[config.mk]
export PLATFORM = sky130hd
export DESIGN_NAME = pool_window_fetch
export DESIGN_NICKNAME = d
export VERILOG_FILES = /design/src/rtl/pool_pkg.sv /design/src/rtl/pool_win_buf.sv /design/src/rtl/pool_window_fetch.sv
export SDC_FILE = /design/constraint.sdc
export NUM_CORES = 1
export LEC_CHECK = 0
export BUFFER_PORTS_ARGS = -buffer_cell sky130_fd_sc_hd__buf_2
export CAP_MARGIN = 5
export CORE_AREA = 2 2 83 85
export CTS_BUF_LIST = sky130_fd_sc_hd__clkbuf_16
export DETAILED_ROUTE_END_ITERATION = 7
export DIE_AREA = 0 0 85 87
export PLACE_DENSITY = 0.82
export SLEW_MARGIN = 15
export SYNTH_ARGS = -nofsm -noshare
export SYNTH_HDL_FRONTEND = slang
export SYNTH_SLANG_ARGS = --single-unit
[constraint.sdc]
create_clock -name clk -period 2.75 [get_ports clk]
set_input_delay 0.825 -clock clk [delete_from_list [all_inputs] [get_ports clk]]
set_output_delay 0.825 -clock clk [all_outputs]
set_load 0.02 [all_outputs]
[src/rtl/pool_pkg.sv]
// pool_pkg: shared window size, FSM state encoding and lane/window types
// for the pooling window fetcher.
package pool_pkg;
    localparam int WIN_SIZE = 6;
    typedef enum logic [2:0] {IDLE, FETCH, DRAIN, PRESENT, DONE} state_e;
    typedef logic [7:0] lane_t;
    typedef lane_t [WIN_SIZE-1:0] win_t;
endpackage

[src/rtl/pool_win_buf.sv]
// pool_win_buf: 6x8 window capture register with lane-select write,
// full flag (set by the last lane write) and clear.
module pool_win_buf import pool_pkg::*; (
    input  logic       clk,
    input  logic       rst_n,
    input  logic       clr_i,
    input  logic       we_i,
    input  logic [2:0] sel_i,
    input  lane_t      din_i,
    output win_t       win_o,
    output logic       full_o
);
    win_t win_q;
    logic full_q;
    always_ff @(posedge clk) begin
        if (!rst_n) begin
            win_q  <= '0;
            full_q <= 1'b0;
        end else begin
            if (we_i) win_q[sel_i] <= din_i;
            full_q <= (we_i && sel_i == 3'(WIN_SIZE - 1)) ? 1'b1 : clr_i ? 1'b0 : full_q;
        end
    end
    assign win_o  = win_q;
    assign full_o = full_q;
endmodule

[src/rtl/pool_window_fetch.sv]
// pool_window_fetch: walks a BRAM region and presents 6-byte windows on ad0..ad5
// with valid/ready. Define POOL_FETCH_PREFETCH_EN for a ping-pong second buffer.
module pool_window_fetch import pool_pkg::*; #(
    parameter int ADDR_W = 10,
    parameter int CNT_W  = 8
) (
    input  logic              clk,
    input  logic              rst_n,
    input  logic              start,
    input  logic [ADDR_W-1:0] base_addr,
    input  logic [CNT_W-1:0]  num_win,
    output logic              busy,
    output logic              done,
    output logic              bram_en,
    output logic [ADDR_W-1:0] bram_addr,
    input  logic [7:0]        bram_dout,
    output logic              win_valid,
    input  logic              win_ready,
    output logic [7:0]        ad0,
    output logic [7:0]        ad1,
    output logic [7:0]        ad2,
    output logic [7:0]        ad3,
    output logic [7:0]        ad4,
    output logic [7:0]        ad5
);
`ifdef POOL_FETCH_PREFETCH_EN
    localparam int NB = 2;
`else
    localparam int NB = 1;
`endif
    state_e state_q, state_d;
    logic [ADDR_W-1:0] addr_q;
    logic [2:0] k_q, cap_k_q;
    logic cap_en_q;
    logic [CNT_W-1:0] n_q, w_q;
    logic [NB-1:0] full, we, clr;
    win_t win [NB];
    win_t cur;
    logic hs, last, issue;

    assign hs        = win_valid & win_ready;
    assign last      = w_q == n_q - CNT_W'(1);
    assign busy      = state_q != IDLE && state_q != DONE;
    assign done      = state_q == DONE;
    assign bram_en   = issue;
    assign bram_addr = addr_q;

`ifdef POOL_FETCH_PREFETCH_EN
    logic wsel_q, psel_q, cap_b_q;
    logic [CNT_W-1:0] iw_q;
    // Reads target the write buffer and stall only while it still holds an unconsumed window.
    assign issue     = state_q == FETCH && iw_q != n_q && !full[wsel_q];
    assign win_valid = state_q == FETCH && full[psel_q];
    assign cur       = win[psel_q];
    assign we        = {cap_en_q & cap_b_q, cap_en_q & ~cap_b_q};
    assign clr       = {hs & psel_q, hs & ~psel_q};
    always_comb begin
        state_d = state_q;
        case (state_q)
            IDLE:    state_d = start ? (num_win == '0 ? DONE : FETCH) : IDLE;
            FETCH:   state_d = (hs && last) ? DONE : FETCH;
            default: state_d = IDLE;
        endcase
    end
    always_ff @(posedge clk) begin
        if (!rst_n || state_q == IDLE) begin
            wsel_q  <= 1'b0;
            psel_q  <= 1'b0;
            cap_b_q <= 1'b0;
            iw_q    <= '0;
        end else begin
            wsel_q  <= (issue && k_q == 3'(WIN_SIZE - 1)) ? ~wsel_q : wsel_q;
            iw_q    <= (issue && k_q == 3'(WIN_SIZE - 1)) ? iw_q + CNT_W'(1) : iw_q;
            psel_q  <= hs ? ~psel_q : psel_q;
            cap_b_q <= wsel_q;
        end
    end
`else
    assign issue     = state_q == FETCH;
    assign win_valid = state_q == PRESENT && full[0];
    assign cur       = win[0];
    assign we        = cap_en_q;
    assign clr       = hs;
    always_comb begin
        state_d = state_q;
        case (state_q)
            IDLE:    state_d = start ? (num_win == '0 ? DONE : FETCH) : IDLE;
            FETCH:   state_d = k_q == 3'(WIN_SIZE - 1) ? DRAIN : FETCH;
            DRAIN:   state_d = PRESENT;
            PRESENT: state_d = hs ? (last ? DONE : FETCH) : PRESENT;
            default: state_d = IDLE;
        endcase
    end
`endif

    always_ff @(posedge clk) begin
        if (!rst_n) begin
            state_q  <= IDLE;
            addr_q   <= '0;
            k_q      <= '0;
            cap_en_q <= 1'b0;
            cap_k_q  <= '0;
            n_q      <= '0;
            w_q      <= '0;
        end else begin
            state_q  <= state_d;
            addr_q   <= (state_q == IDLE && start) ? base_addr : issue ? addr_q + ADDR_W'(1) : addr_q;
            k_q      <= issue ? (k_q == 3'(WIN_SIZE - 1) ? 3'd0 : k_q + 3'd1) : k_q;
            cap_en_q <= issue;
            cap_k_q  <= k_q;
            n_q      <= (state_q == IDLE && start) ? num_win : n_q;
            w_q      <= state_q == IDLE ? '0 : hs ? w_q + CNT_W'(1) : w_q;
        end
    end

    for (genvar b = 0; b < NB; b++) begin : g_buf
        pool_win_buf u_buf (
            .clk    (clk),
            .rst_n  (rst_n),
            .clr_i  (clr[b]),
            .we_i   (we[b]),
            .sel_i  (cap_k_q),
            .din_i  (bram_dout),
            .win_o  (win[b]),
            .full_o (full[b])
        );
    end

    assign ad0 = cur[0];
    assign ad1 = cur[1];
    assign ad2 = cur[2];
    assign ad3 = cur[3];
    assign ad4 = cur[4];
    assign ad5 = cur[5];
endmodule

== Yosys cells after proc, flatten, opt, wreduce, memory -nomap -nowiden ==
Cells that the tools add are included.

* Word-level logic and storage cells: 55
* Output and inout port bits: 62
* Register bits: 85
* Bits of input ports: 30

* Magnitude comparators: 2
* Multiplexer cells: 14
* Reduce and logical (&&, ||, !) cells: 11
* Bitwise logic cells: 2
* Add/sub/neg operators: 4
* Equality and inequality tests: 8

{| class="wikitable"
|+ Operators by type and width
! cell !! count
|-
| bitwise mux 48 bit || 1
|-
| demux 8 bit (select 3 bit) || 1
|-
| 2-to-1 mux 10 bit || 2
|-
| 2-to-1 mux 3 bit || 5
|-
| case mux 3 bit (4 select lines) || 1
|-
| adder 10 x 1 -> 10 bit (second input constant) || 1
|-
| equality test 3 bit (second input constant) || 3
|-
| adder 8 x 1 -> 8 bit (second input constant) || 1
|-
| equality test 8 bit || 1
|-
| logical NOT 8 bit || 1
|-
| 2-to-1 mux 8 bit || 1
|-
| subtractor 8 x 1 -> 8 bit (second input constant) || 1
|-
| equality test 3 x 2 -> 1 bit (second input constant) || 2
|-
| logical AND 1 bit || 5
|-
| < comparator 3 x 4 -> 1 bit (second input constant) || 1
|-
| nonzero test 2 bit || 2
|-
| adder 3 x 1 -> 3 bit (second input constant) || 1
|-
| equality test 3 x 1 -> 1 bit (second input constant) || 1
|-
| greater-or-equal comparator 3 x 1 -> 1 bit (second input constant) || 1
|-
| logical NOT 3 bit || 1
|-
| inequality test 3 bit (second input constant) || 1
|-
| nonzero test 3 bit || 1
|-
| 2-to-1 mux 1 bit || 2
|-
| 2-to-1 mux 2 bit || 1
|-
| other kinds (3) || 3
|}

== Longest topological paths before layout ==
Gate-level depths: netlist of the first run.

* Depth after elaboration: 5
* Mapped depth: 7
* Depth with buffers taken out: 7

== By module ==
Synthesis of the first run repeated with hierarchy kept, for this count alone.

* Cells, all modules: 386
* Area total of the unflattened synthesis: 3,663.5 µm²

{| class="wikitable"
|+ Modules (own cells, without submodules)
! module !! instances !! area each (µm²) !! cells an instance !! seq. area each (µm²)
|-
| pool_window_fetch || 1 || 1,855.5 || 213 || 720.7
|-
| pool_win_buf || 1 || 1,808.0 || 173 || 980.9
|}

== Worst setup path after synthesis of the first run ==
No wires, ideal clock.

* Path kind: input port to flip-flop
* Start: input port start
* End: register addr_q[2], in the netlist bram_addr[2]
* Path slack: 0.663 ns
* Setup time: 0.128 ns
* Required time: 2.622 ns
* Buffers on the path: 1
* Stages: 6
* Arrival time: 1.959 ns
* Cells stage by stage: or4b_2 > clkbuf_1 > nand2_1 > o21ai_0 > a221oi_1 > nor2_1

* Longest elaborated chain between the ends: 2
* Elaborated cells on any way between the ends: 3
* Those cells by class: mux: 1; reduce/logical: 2

{| class="wikitable"
|+ RTL lines
! item !! RTL line !! source
|-
| start, declared || pool_window_fetch.sv:9 || <nowiki>input logic start,</nowiki>
|-
| logical AND 1 bit * || pool_window_fetch.sv:107 || <nowiki>addr_q <= (state_q == IDLE && start) ? base_addr : issue ? addr_q + ADDR_W'(1) : addr_q;</nowiki>
|-
| 2-to-1 mux 10 bit or nonzero test 2 bit (tied branches) || - ||
|-
| end signal, assigned || pool_window_fetch.sv:107 ||
|-
| end, declared || pool_window_fetch.sv:32 || <nowiki>logic [ADDR_W-1:0] addr_q;</nowiki>
|}

Every way passes the cells marked *; elsewhere a longest branch is shown, timed or not.
A chain may end at the register's enable or synchronous reset.

== Worst setup path in the final report of the first run ==
* Start: register state_q[0]
* End: output port bram_en

* Longest elaborated chain between the ends: 1

{| class="wikitable"
|+ RTL lines
! item !! RTL line !! source
|-
| start, declared || pool_window_fetch.sv:31 || <nowiki>state_e state_q, state_d;</nowiki>
|-
| start signal, assigned || pool_window_fetch.sv:106 || <nowiki>state_q <= state_d;</nowiki>
|-
| equality test 3 x 1 -> 1 bit || pool_window_fetch.sv:79 || <nowiki>assign issue = state_q == FETCH;</nowiki>
|-
| end, declared || pool_window_fetch.sv:14 || <nowiki>output logic bram_en,</nowiki>
|}

No other way between the ends.

==> qor.txt, run 1 <==
Result of the run = finished clean
Vias per inst = 5.45
Synthesized cell area = 3520 sq um
Share of the core filled with cells = 66.0%
Critical path's slowest cell = or3b_4
Bufs and invs on worst path = 2
Fraction of the cycle the final worst path needs = 87.7%
Port Buffer Count = 91
Total CTS buffers = 9
Final wirelength = 8440 microns
Largest net degree at the start of global routing = 39
FP Rows = 30
WHS Path Cells = 2
Data required time at the worst endpoint = 1.93 ns
# H-tree levels = 3
Worst-skew pair later-pin latency = 0.33 ns
Count of cells resized by post-cts repair = 0
Overall fraction of global-route tracks in use = 22.9%
Max frequency = 415 MHz
Final-layout setup total negative slack = 0 ns
Cell type with the highest aggregate area in the netlist = dfxtp_1
Worst Hold Class = flip-flop to flip-flop
Final-stage net count = 563
Number of cells on the worst reg-to-reg path = 5
Critical path capture point type = output pin
Crit Path Class = flip-flop to output pin
Core outline area = 6570 sq um
Post-synthesis cell count = 438
Number of instances in the placed design = 599
Number of endpoints failing setup at the final stage = 0
Die H = 87 microns
Slew of the pin with the lowest slew margin = 0.885 ns
Category of cells accounting for the largest share of critical-path delay = simple AND/OR/NAND/NOR gates
Combined area of the multi-input logic cells = 1710 sq um
Final global-route overflow total = 0
Largest fanout on the critical path = 11
Clock tree from TritonCTS = done
Total vias in the final route = 3350
Number of buffers inserted by post-CTS setup repair = 0
Number of fill cells = 556
Antenna violations before repair = 0
Largest stage delay on the critical path = 0.48 ns
Leading cell types by total area after synthesis = dfxtp_1, nand2_1, a21oi_1, nor2_1, xor2_1
Number of buffers on the longest clock path = 2
Register bit total from synthesis = 85
Drt initial violations = 175
Async set-reset flop share out of synthesis = 0%
Leakage = 1.81 nW
Starting Density = 53.6%
Area share of the largest cell type after synthesis = 48.3%
# clock sinks = 85
Count of cell types in the netlist = 46
CTS root buf = clkbuf_16
Die boundary width = 85 microns
Remaining antenna violation count = 0
Stages on worst setup path = 3
Final period demand of the worst path = 2.41 ns
Max Clock Skew = 0.00480 ns
Routability congestion estimate = 0.799
Die Area = 7400 sq um
Hold-fix buffers, CTS = 0
Average wire length per cell after detail routing = 13.7 microns
Area Overhead vs Synth = 23.1%
HPWL Detailed = 6090 microns
Worst EP arrival = 1.59 ns
Endpoints failing hold = 0
Seq. cell area = 1700 sq um
Max-Cap Viols = 0
Synthesis warning total = 0
Number of synthesized flops with an enable pin = 0
Peak ir drop on the vdd network = 0.000440 V
Count of boundary I/O pins = 92
Unrepaired setup endpoints after global routing = no
Wire length of the first global-routing pass = 13600 microns
Cell-by-cell trace of the critical path = or3b_4 > clkinv_1 > buf_2
Nets in the synthesized netlist = 471
Most frequent cell after synthesis = nand2_1
Sequential cell area fraction in the yosys report = 48.3%
DRC violations left = 0
Mean cell area of the mapped netlist = 8.04 sq um
Slew Limit Fails = 0
Worst Hold Margin = 0.450 ns
First-pass detailed-route iteration total = 4
Vias in the first global route = 3054
Top flip-flop cell by instance count after synthesis = dfxtp_1
Cell Count, Final, Fillers Out = 615
Worst-case headroom to the max-slew limit = 40.5%
Antenna cell count = 0
Most common library cells after synthesis = nand2_1, dfxtp_1, a21oi_1
Crit path launch type = flip-flop
Power, Total = 2.76 mW
Proportion of layout cells with a drive suffix above 1 = 22.4%
Power per standard cell area = 638 nW/um^2
Reg clk slew, reported paths = 0.06 ns
final cells by class:
type                       count  area share, %
clock inverter                 7           1.73
clock buffer                   9           5.19
multi-input combinational    330           39.5
tap                           80           2.31
inverter                       9          0.779
timing repair buffer          95           11.2
sequential                    85           39.2
worst min-delay path: stages, from the launching register on:
cell and delay, ns:
dfxtp_1 0.30, nand2_1 0.05, a21oi_1 0.05
path summary, 6_finish.rpt:
| path | from | to | slack [ns] |
|---|---|---|---|
| worst min-delay path | g_buf[0].u_buf.win_o[1]$_SDFFE_PN0P_ | g_buf[0].u_buf.win_o[1]$_SDFFE_PN0P_ | 0.45 |
| worst max register to register | state_q[0]$_SDFF_PN0_ | bram_addr[8]$_SDFFE_PN0P_ | 0.86 |
| worst min register to register | g_buf[0].u_buf.win_o[1]$_SDFFE_PN0P_ | g_buf[0].u_buf.win_o[1]$_SDFFE_PN0P_ | 0.45 |
| worst max-delay path | state_q[0]$_SDFF_PN0_ | bram_en | 0.34 |
per-stage QoR:
stage | instance area [sq um] | worst slack (ns)
6_report | 4340 | 0.339
5_1_grt | 4340 | 0.231
4_1_cts | 4340 | 0.346
3_5_place_dp | 4040 | 0.459
3_3_place_gp | 4040 | 0.501
2_1_floorplan | 3520 | 0.663
state kept, by name, summed over array words and instances (netlist names):
signal and flops:
bram_addr 10, cap_en_q 1, cap_k_q 3, g_buf.u_buf.full_o 1
g_buf.u_buf.win_o 48, k_q 3, n_q 8, state_q 3
w_q 8
power breakdown:
group          internal, mW  switching (mW)  total (mW)
Combinational        0.0978           0.160       0.258
Clock                 0.708           0.497        1.20
Sequential             1.27          0.0362        1.30
Total                  2.07           0.693        2.76
cells in the final DEF (no fill, tap or decap), types with 3 or more instances in the layout:
master     instances
nor3_1             9
a211oi_1           3
o21ai_0            6
xor2_1            11
nor2b_1            4
dfxtp_1           85
buf_2             91
xnor2_1           10
ha_1               3
inv_1              7
clkbuf_16          9
a21oi_1           68
buf_4              4
and3_1             5
nand2b_1           6
or4_1              3
nand2_1          128
and2_1             4
nand3_1            9
nand4_1            8
nor2_1            29
routing by layer:
layer,vias up,GRT usage [%],part of all wire (%)
met2,122,37.4,47
met5,-,0,0
met3,13,5.12,6.9
li1,1665,-,-
met4,0,9.24,1.7
met1,1550,29.6,44
cell families (layout without fill, tap and decap cells):
| group | after synthesis | in the layout | share of synthesized area, % |
|---|---|---|---|
| buf+inv | 23 | 120 | 2.99 |
| xor+xnor | 21 | 21 | 5.22 |
| compound gates | 89 | 89 | 14.2 |
| simple gates | 217 | 217 | 28.2 |
| flops | 85 | 85 | 48.3 |
| fa+ha+maj | 3 | 3 | 1.07 |
No activity file was read; power rests on OpenSTA's default activity.
==> run 2: changes to the inputs <==
--- a/config.mk
+++ b/config.mk
@@ -6,12 +6,13 @@
 export NUM_CORES = 1
 export LEC_CHECK = 0
 export BUFFER_PORTS_ARGS = -buffer_cell sky130_fd_sc_hd__buf_2
-export CAP_MARGIN = 5
+export CAP_MARGIN = 30
 export CORE_AREA = 2 2 83 85
 export CTS_BUF_LIST = sky130_fd_sc_hd__clkbuf_16
 export DETAILED_ROUTE_END_ITERATION = 7
 export DIE_AREA = 0 0 85 87
 export PLACE_DENSITY = 0.82
+export REMOVE_ABC_BUFFERS = 1
 export SLEW_MARGIN = 15
 export SYNTH_ARGS = -nofsm -noshare
 export SYNTH_HDL_FRONTEND = slang
==> run 2 against run 1 <==
Effect of this change: register-to-register slack lost 0.06 ns; die area is the same; maximum frequency increased by 0.53%; clock-buffer cell count unchanged; first-iteration DRC count decreased by 21%; clock skew rose by 0.00061 ns; routed wire length fell by 2.2%; critical path type unchanged; critical endpoint unchanged; largest cell class unchanged; highest routed layer unchanged.
==> qor.txt, run 2 (synthesis gave the netlist of run 1 again) <==
Wire length of the first global-routing pass = 13700 microns
Antenna violations before repair = 0
Crit path launch type = flip-flop
Remaining antenna violation count = 0
Endpoints failing hold = 0
FP Rows = 30
Clock tree from TritonCTS = done
Number of buffers on the longest clock path = 2
Area Overhead vs Synth = 23.7%
Data required time at the worst endpoint = 1.93 ns
Overall fraction of global-route tracks in use = 23.1%
Setup WS pre-CTS = 0.398 ns
Leakage = 1.82 nW
Final-stage net count = 562
Worst Hold Margin = 0.449 ns
Number of buffers inserted by post-CTS setup repair = 0
Number of endpoints failing setup at the final stage = 0
Worst setup margin = 0.351 ns
Unrepaired setup endpoints after global routing = no
Reg clk slew, reported paths = 0.06 ns
First-pass detailed-route iteration total = 4
Die Area = 7400 sq um
Fraction of the cycle the final worst path needs = 87.2%
Average wire length per cell after detail routing = 13.4 microns
Final-layout setup total negative slack = 0 ns
Port Buffer Count = 91
FF-to-FF setup slack = 0.80 ns
Hold-fix buffers, CTS = 0
Worst-skew pair later-pin latency = 0.33 ns
Most frequent cells in the layout = nand2_1, buf_2, dfxtp_1
Final wirelength = 8250 microns
# clock sinks = 85
Slew of the pin with the lowest slew margin = 0.752 ns
DRC violations left = 0
Peak ir drop on the vdd network = 0.000490 V
Most common cell after layout, fill and taps aside = nand2_1
Max-Cap Viols = 0
Total CTS buffers = 9
Critical path capture point type = output pin
Die H = 87 microns
Max Clock Skew = 0.00541 ns
Worst Hold Class = flip-flop to flip-flop
Max frequency = 417 MHz
Antenna cell count = 0
Power per standard cell area = 652 nW/um^2
Vias in the first global route = 2987
Slew Limit Fails = 0
Worst-case headroom to the max-slew limit = 49.5%
Drt initial violations = 138
Total vias in the final route = 3353
Core outline area = 6570 sq um
Proportion of layout cells with a drive suffix above 1 = 22.3%
Largest fanout on the critical path = 11
# H-tree levels = 3
Count of boundary I/O pins = 92
HPWL Detailed = 5870 microns
Die boundary width = 85 microns
Final period demand of the worst path = 2.40 ns
Share of the core filled with cells = 66.3%
Routability congestion estimate = 0.782
Worst EP arrival = 1.57 ns
Flip-flop count of the largest register after layout = 48
Crit Path Class = flip-flop to output pin
Final global-route overflow total = 0
CTS root buf = clkbuf_16
Starting Density = 53.6%
Power, Total = 2.84 mW
Largest net degree at the start of global routing = 52
Count of cells resized by post-cts repair = 0
Vias per inst = 5.46
Result of the run = finished clean
run 2: changes by cell type in the layout (fill, tap and decap cells not counted), sizes merged:
cell    before  now
clkinv       5    3
buf         95   94
bufinv       1    2
inv          9   10
run 2: per-stage QoR:
stage | std cells | instance area (sq um)
2_1_floorplan | 424 | 3450
3_3_place_gp | 598 | 4040
3_5_place_dp | 598 | 4040
4_1_cts | 614 | 4360
5_1_grt | 614 | 4360
6_report | 614 | 4360
run 2: layer usage:
metal	vias to the layer above	track usage (%)	share of wire, %
li1	1665	-	-
met2	128	36.4	47
met4	0	11.7	2.2
met3	14	3.79	6.6
met1	1546	30.9	44
met5	-	0	0
run 2: layout make-up:
cell class	count	area, sq um
Clock buffer	9	225
Clock inverter	7	90.1
Fill cell	574	2210
Inverter	9	33.8
Multi-Input combinational cell	330	1710
Sequential cell	85	1700
Tap cell	80	100
Timing Repair Buffer	94	490
run 2: worst max-delay path: stages, from the launching register on:
cell      delay, ns
dfxtp_1        0.37
or3b_4         0.50
clkinv_1       0.17
buf_2          0.19
run 2: final timing paths:
check,startpoint,endpoint,cells after the start
worst max-delay path,state_q[2]$_SDFF_PN0_,bram_en,3
worst min-delay path,g_buf[0].u_buf.win_o[37]$_SDFFE_PN0P_,g_buf[0].u_buf.win_o[37]$_SDFFE_PN0P_,2
worst max register to register,state_q[2]$_SDFF_PN0_,bram_addr[2]$_SDFFE_PN0P_,5
worst min register to register,g_buf[0].u_buf.win_o[37]$_SDFFE_PN0P_,g_buf[0].u_buf.win_o[37]$_SDFFE_PN0P_,2
run 2: power breakdown:
group / leakage [nW] / switching, mW / internal, mW
Combinational: 0.971 / 0.161 / 0.0990
Clock: 0.157 / 0.487 / 0.792
Sequential: 0.689 / 0.0358 / 1.27
==> run 3: changes to the inputs <==
--- a/config.mk
+++ b/config.mk
@@ -7,12 +7,13 @@
 export LEC_CHECK = 0
 export BUFFER_PORTS_ARGS = -buffer_cell sky130_fd_sc_hd__buf_2
 export CAP_MARGIN = 30
-export CORE_AREA = 2 2 83 85
+export CORE_AREA = 2 2 86 88
 export CTS_BUF_LIST = sky130_fd_sc_hd__clkbuf_16
 export DETAILED_ROUTE_END_ITERATION = 7
-export DIE_AREA = 0 0 85 87
-export PLACE_DENSITY = 0.82
+export DIE_AREA = 0 0 88 90
+export PLACE_DENSITY = 0.77
 export REMOVE_ABC_BUFFERS = 1
+export SETUP_SLACK_MARGIN = 0.02
 export SLEW_MARGIN = 15
 export SYNTH_ARGS = -nofsm -noshare
 export SYNTH_HDL_FRONTEND = slang
==> constraint.sdc (replaced) <==
create_clock -name clk -period 2.3 [get_ports clk]
set_input_delay 0.69 -clock clk [delete_from_list [all_inputs] [get_ports clk]]
set_output_delay 0.69 -clock clk [all_outputs]
set_load 0.02 [all_outputs]
==> run 3 against run 2 <==
Effect of this change: die area grew 7.1%; largest cell class unchanged; cell count grew 4.2%; first-iteration DRC count shrank 20%; non-clock buffer count grew 8.
==> qor.txt, run 3 (synthesis gave the netlist of run 1 again) <==
Result of the run = finished clean
Total vias in the final route = 3342
Number of endpoints failing setup at the final stage = 0
Fraction of the cycle the final worst path needs = 96.0%
Die boundary width = 88 microns
Endpoints failing hold = 0
Slew Limit Fails = 0
Vias per inst = 5.22
CTS root buf = clkbuf_16
Critical path's slowest cell = or3b_4
Die H = 90 microns
Critical Path Source = state_q[0]$_SDFF_PN0_
Antenna violations before repair = 0
Share of the core filled with cells = 63.0%
Category of cells accounting for the largest share of critical-path delay = simple AND/OR/NAND/NOR gates
# H-tree levels = 3
Critical Path Sink = bram_en
Drt initial violations = 111
Core outline area = 7020 sq um
Worst-skew pair later-pin latency = 0.33 ns
Worst Hold Class = flip-flop to flip-flop
Most frequent cells in the layout = nand2_1, buf_2, dfxtp_1
Unrepaired setup endpoints after global routing = no
Vias in the first global route = 2930
Worst EP arrival = 1.52 ns
Largest fanout on the critical path = 7
Max Clock Skew = 0.00419 ns
Bufs and invs on worst path = 2
Max frequency = 453 MHz
Proportion of layout cells with a drive suffix above 1 = 23.5%
HPWL Detailed = 6000 microns
Overall fraction of global-route tracks in use = 21.0%
Worst Hold Margin = 0.451 ns
Hold-fix buffers, CTS = 0
Routability congestion estimate = 0.802
Final wirelength = 8350 microns
Final-stage net count = 570
Cell-by-cell trace of the critical path = or3b_4 > clkinv_1 > buf_2
Port Buffer Count = 91
Final-layout setup total negative slack = 0 ns
Most common cell after layout, fill and taps aside = nand2_1
Count of cells resized by post-cts repair = 0
Flip-flop count of the largest register after layout = 48
Area Overhead vs Synth = 25.7%
Reg clk slew, reported paths = 0.06 ns
Setup WS pre-CTS = 0.271 ns
Number of buffers inserted by post-CTS setup repair = 0
Critical path capture point type = output pin
Remaining antenna violation count = 0
Peak ir drop on the vdd network = 0.000353 V
Final period demand of the worst path = 2.21 ns
Die Area = 7920 sq um
Max-Cap Viols = 0
Wire length of the first global-routing pass = 13400 microns
Count of boundary I/O pins = 92
Placement-stage cell area = 4080 sq um
Starting Density = 50.2%
Power per standard cell area = 764 nW/um^2
# clock sinks = 85
Largest stage delay on the critical path = 0.45 ns
FF-to-FF setup slack = 0.33 ns
Worst setup margin = 0.0911 ns
Number of cells on the worst reg-to-reg path = 6
Launch instance of the worst register-to-register path = state_q[0]$_SDFF_PN0_
Clock tree from TritonCTS = done
Worst-case headroom to the max-slew limit = 49.4%
Final standard cell area without fillers = 4430 sq um
Average wire length per cell after detail routing = 13.1 microns
First-pass detailed-route iteration total = 4
Crit path launch type = flip-flop
Slew of the pin with the lowest slew margin = 0.754 ns
Stages on worst setup path = 3
Data required time at the worst endpoint = 1.61 ns
Leakage = 1.84 nW
Largest net degree at the start of global routing = 28
Worst flop-to-flop path endpoint = bram_addr[8]$_SDFFE_PN0P_
DRC violations left = 0
Crit Path Class = flip-flop to output pin
Number of buffers on the longest clock path = 2
FP Rows = 31
Total CTS buffers = 9
Number of fill cells = 634
Final global-route overflow total = 0
Antenna cell count = 0
==> run 3: worst min-delay path by stage <==
stage / cells past startpoint / slack (ns) / from / end
2_1_floorplan: 2 / 0.45 / n_q[7]$_SDFFE_PN0P_ / n_q[7]$_SDFFE_PN0P_
6_report: 2 / 0.45 / g_buf[0].u_buf.win_o[19]$_SDFFE_PN0P_ / g_buf[0].u_buf.win_o[19]$_SDFFE_PN0P_
5_1_grt: 2 / 0.46 / g_buf[0].u_buf.win_o[34]$_SDFFE_PN0P_ / g_buf[0].u_buf.win_o[34]$_SDFFE_PN0P_
3_5_place_dp: 2 / 0.44 / g_buf[0].u_buf.win_o[15]$_SDFFE_PN0P_ / g_buf[0].u_buf.win_o[15]$_SDFFE_PN0P_
4_1_cts: 2 / 0.45 / g_buf[0].u_buf.win_o[15]$_SDFFE_PN0P_ / g_buf[0].u_buf.win_o[15]$_SDFFE_PN0P_
3_3_place_gp: 2 / 0.44 / g_buf[0].u_buf.win_o[20]$_SDFFE_PN0P_ / g_buf[0].u_buf.win_o[20]$_SDFFE_PN0P_
==> run 3: routing by layer <==
metal	track usage, %	wire length [microns]	up-vias
met2	34.2	3930	117
met5	0	0	-
met3	4.59	520	9
li1	-	-	1683
met1	27.3	3820	1533
met4	6.79	85	0
==> run 3: area by class of cell <==
type,count,area [sq um],share of cell area [%]
sequential,85,1700,38.5
tap,99,124,2.80
timing repair buffer,102,538,12.2
clock buffer,9,225,5.09
clock inverter,6,88.8,2.01
multi-input combinational,330,1710,38.7
inverter,9,33.8,0.763
==> run 3: worst reg2reg max path, stage by stage, from the launching register on <==
cell and delay, ns:
dfxtp_1 0.39, or3b_4 0.45, buf_4 0.17, or4_4 0.49, nor2_1 0.14, xnor2_1 0.13, a21oi_1 0.08
==> run 3: through the flow <==
step                      std cells  power (mW)
final                           640        3.38
after detailed placement        621        1.90
after CTS                       636        3.40
after floorplan                 424        1.77
after global routing            640        3.51
after global placement          621        1.89
==> run 3: power by group <==
group          switching [mW]  leakage [nW]  total [mW]  internal [mW]
clock                   0.558         0.147        1.50          0.944
combinational           0.194          1.00       0.324          0.130
sequential             0.0434         0.689        1.56           1.51
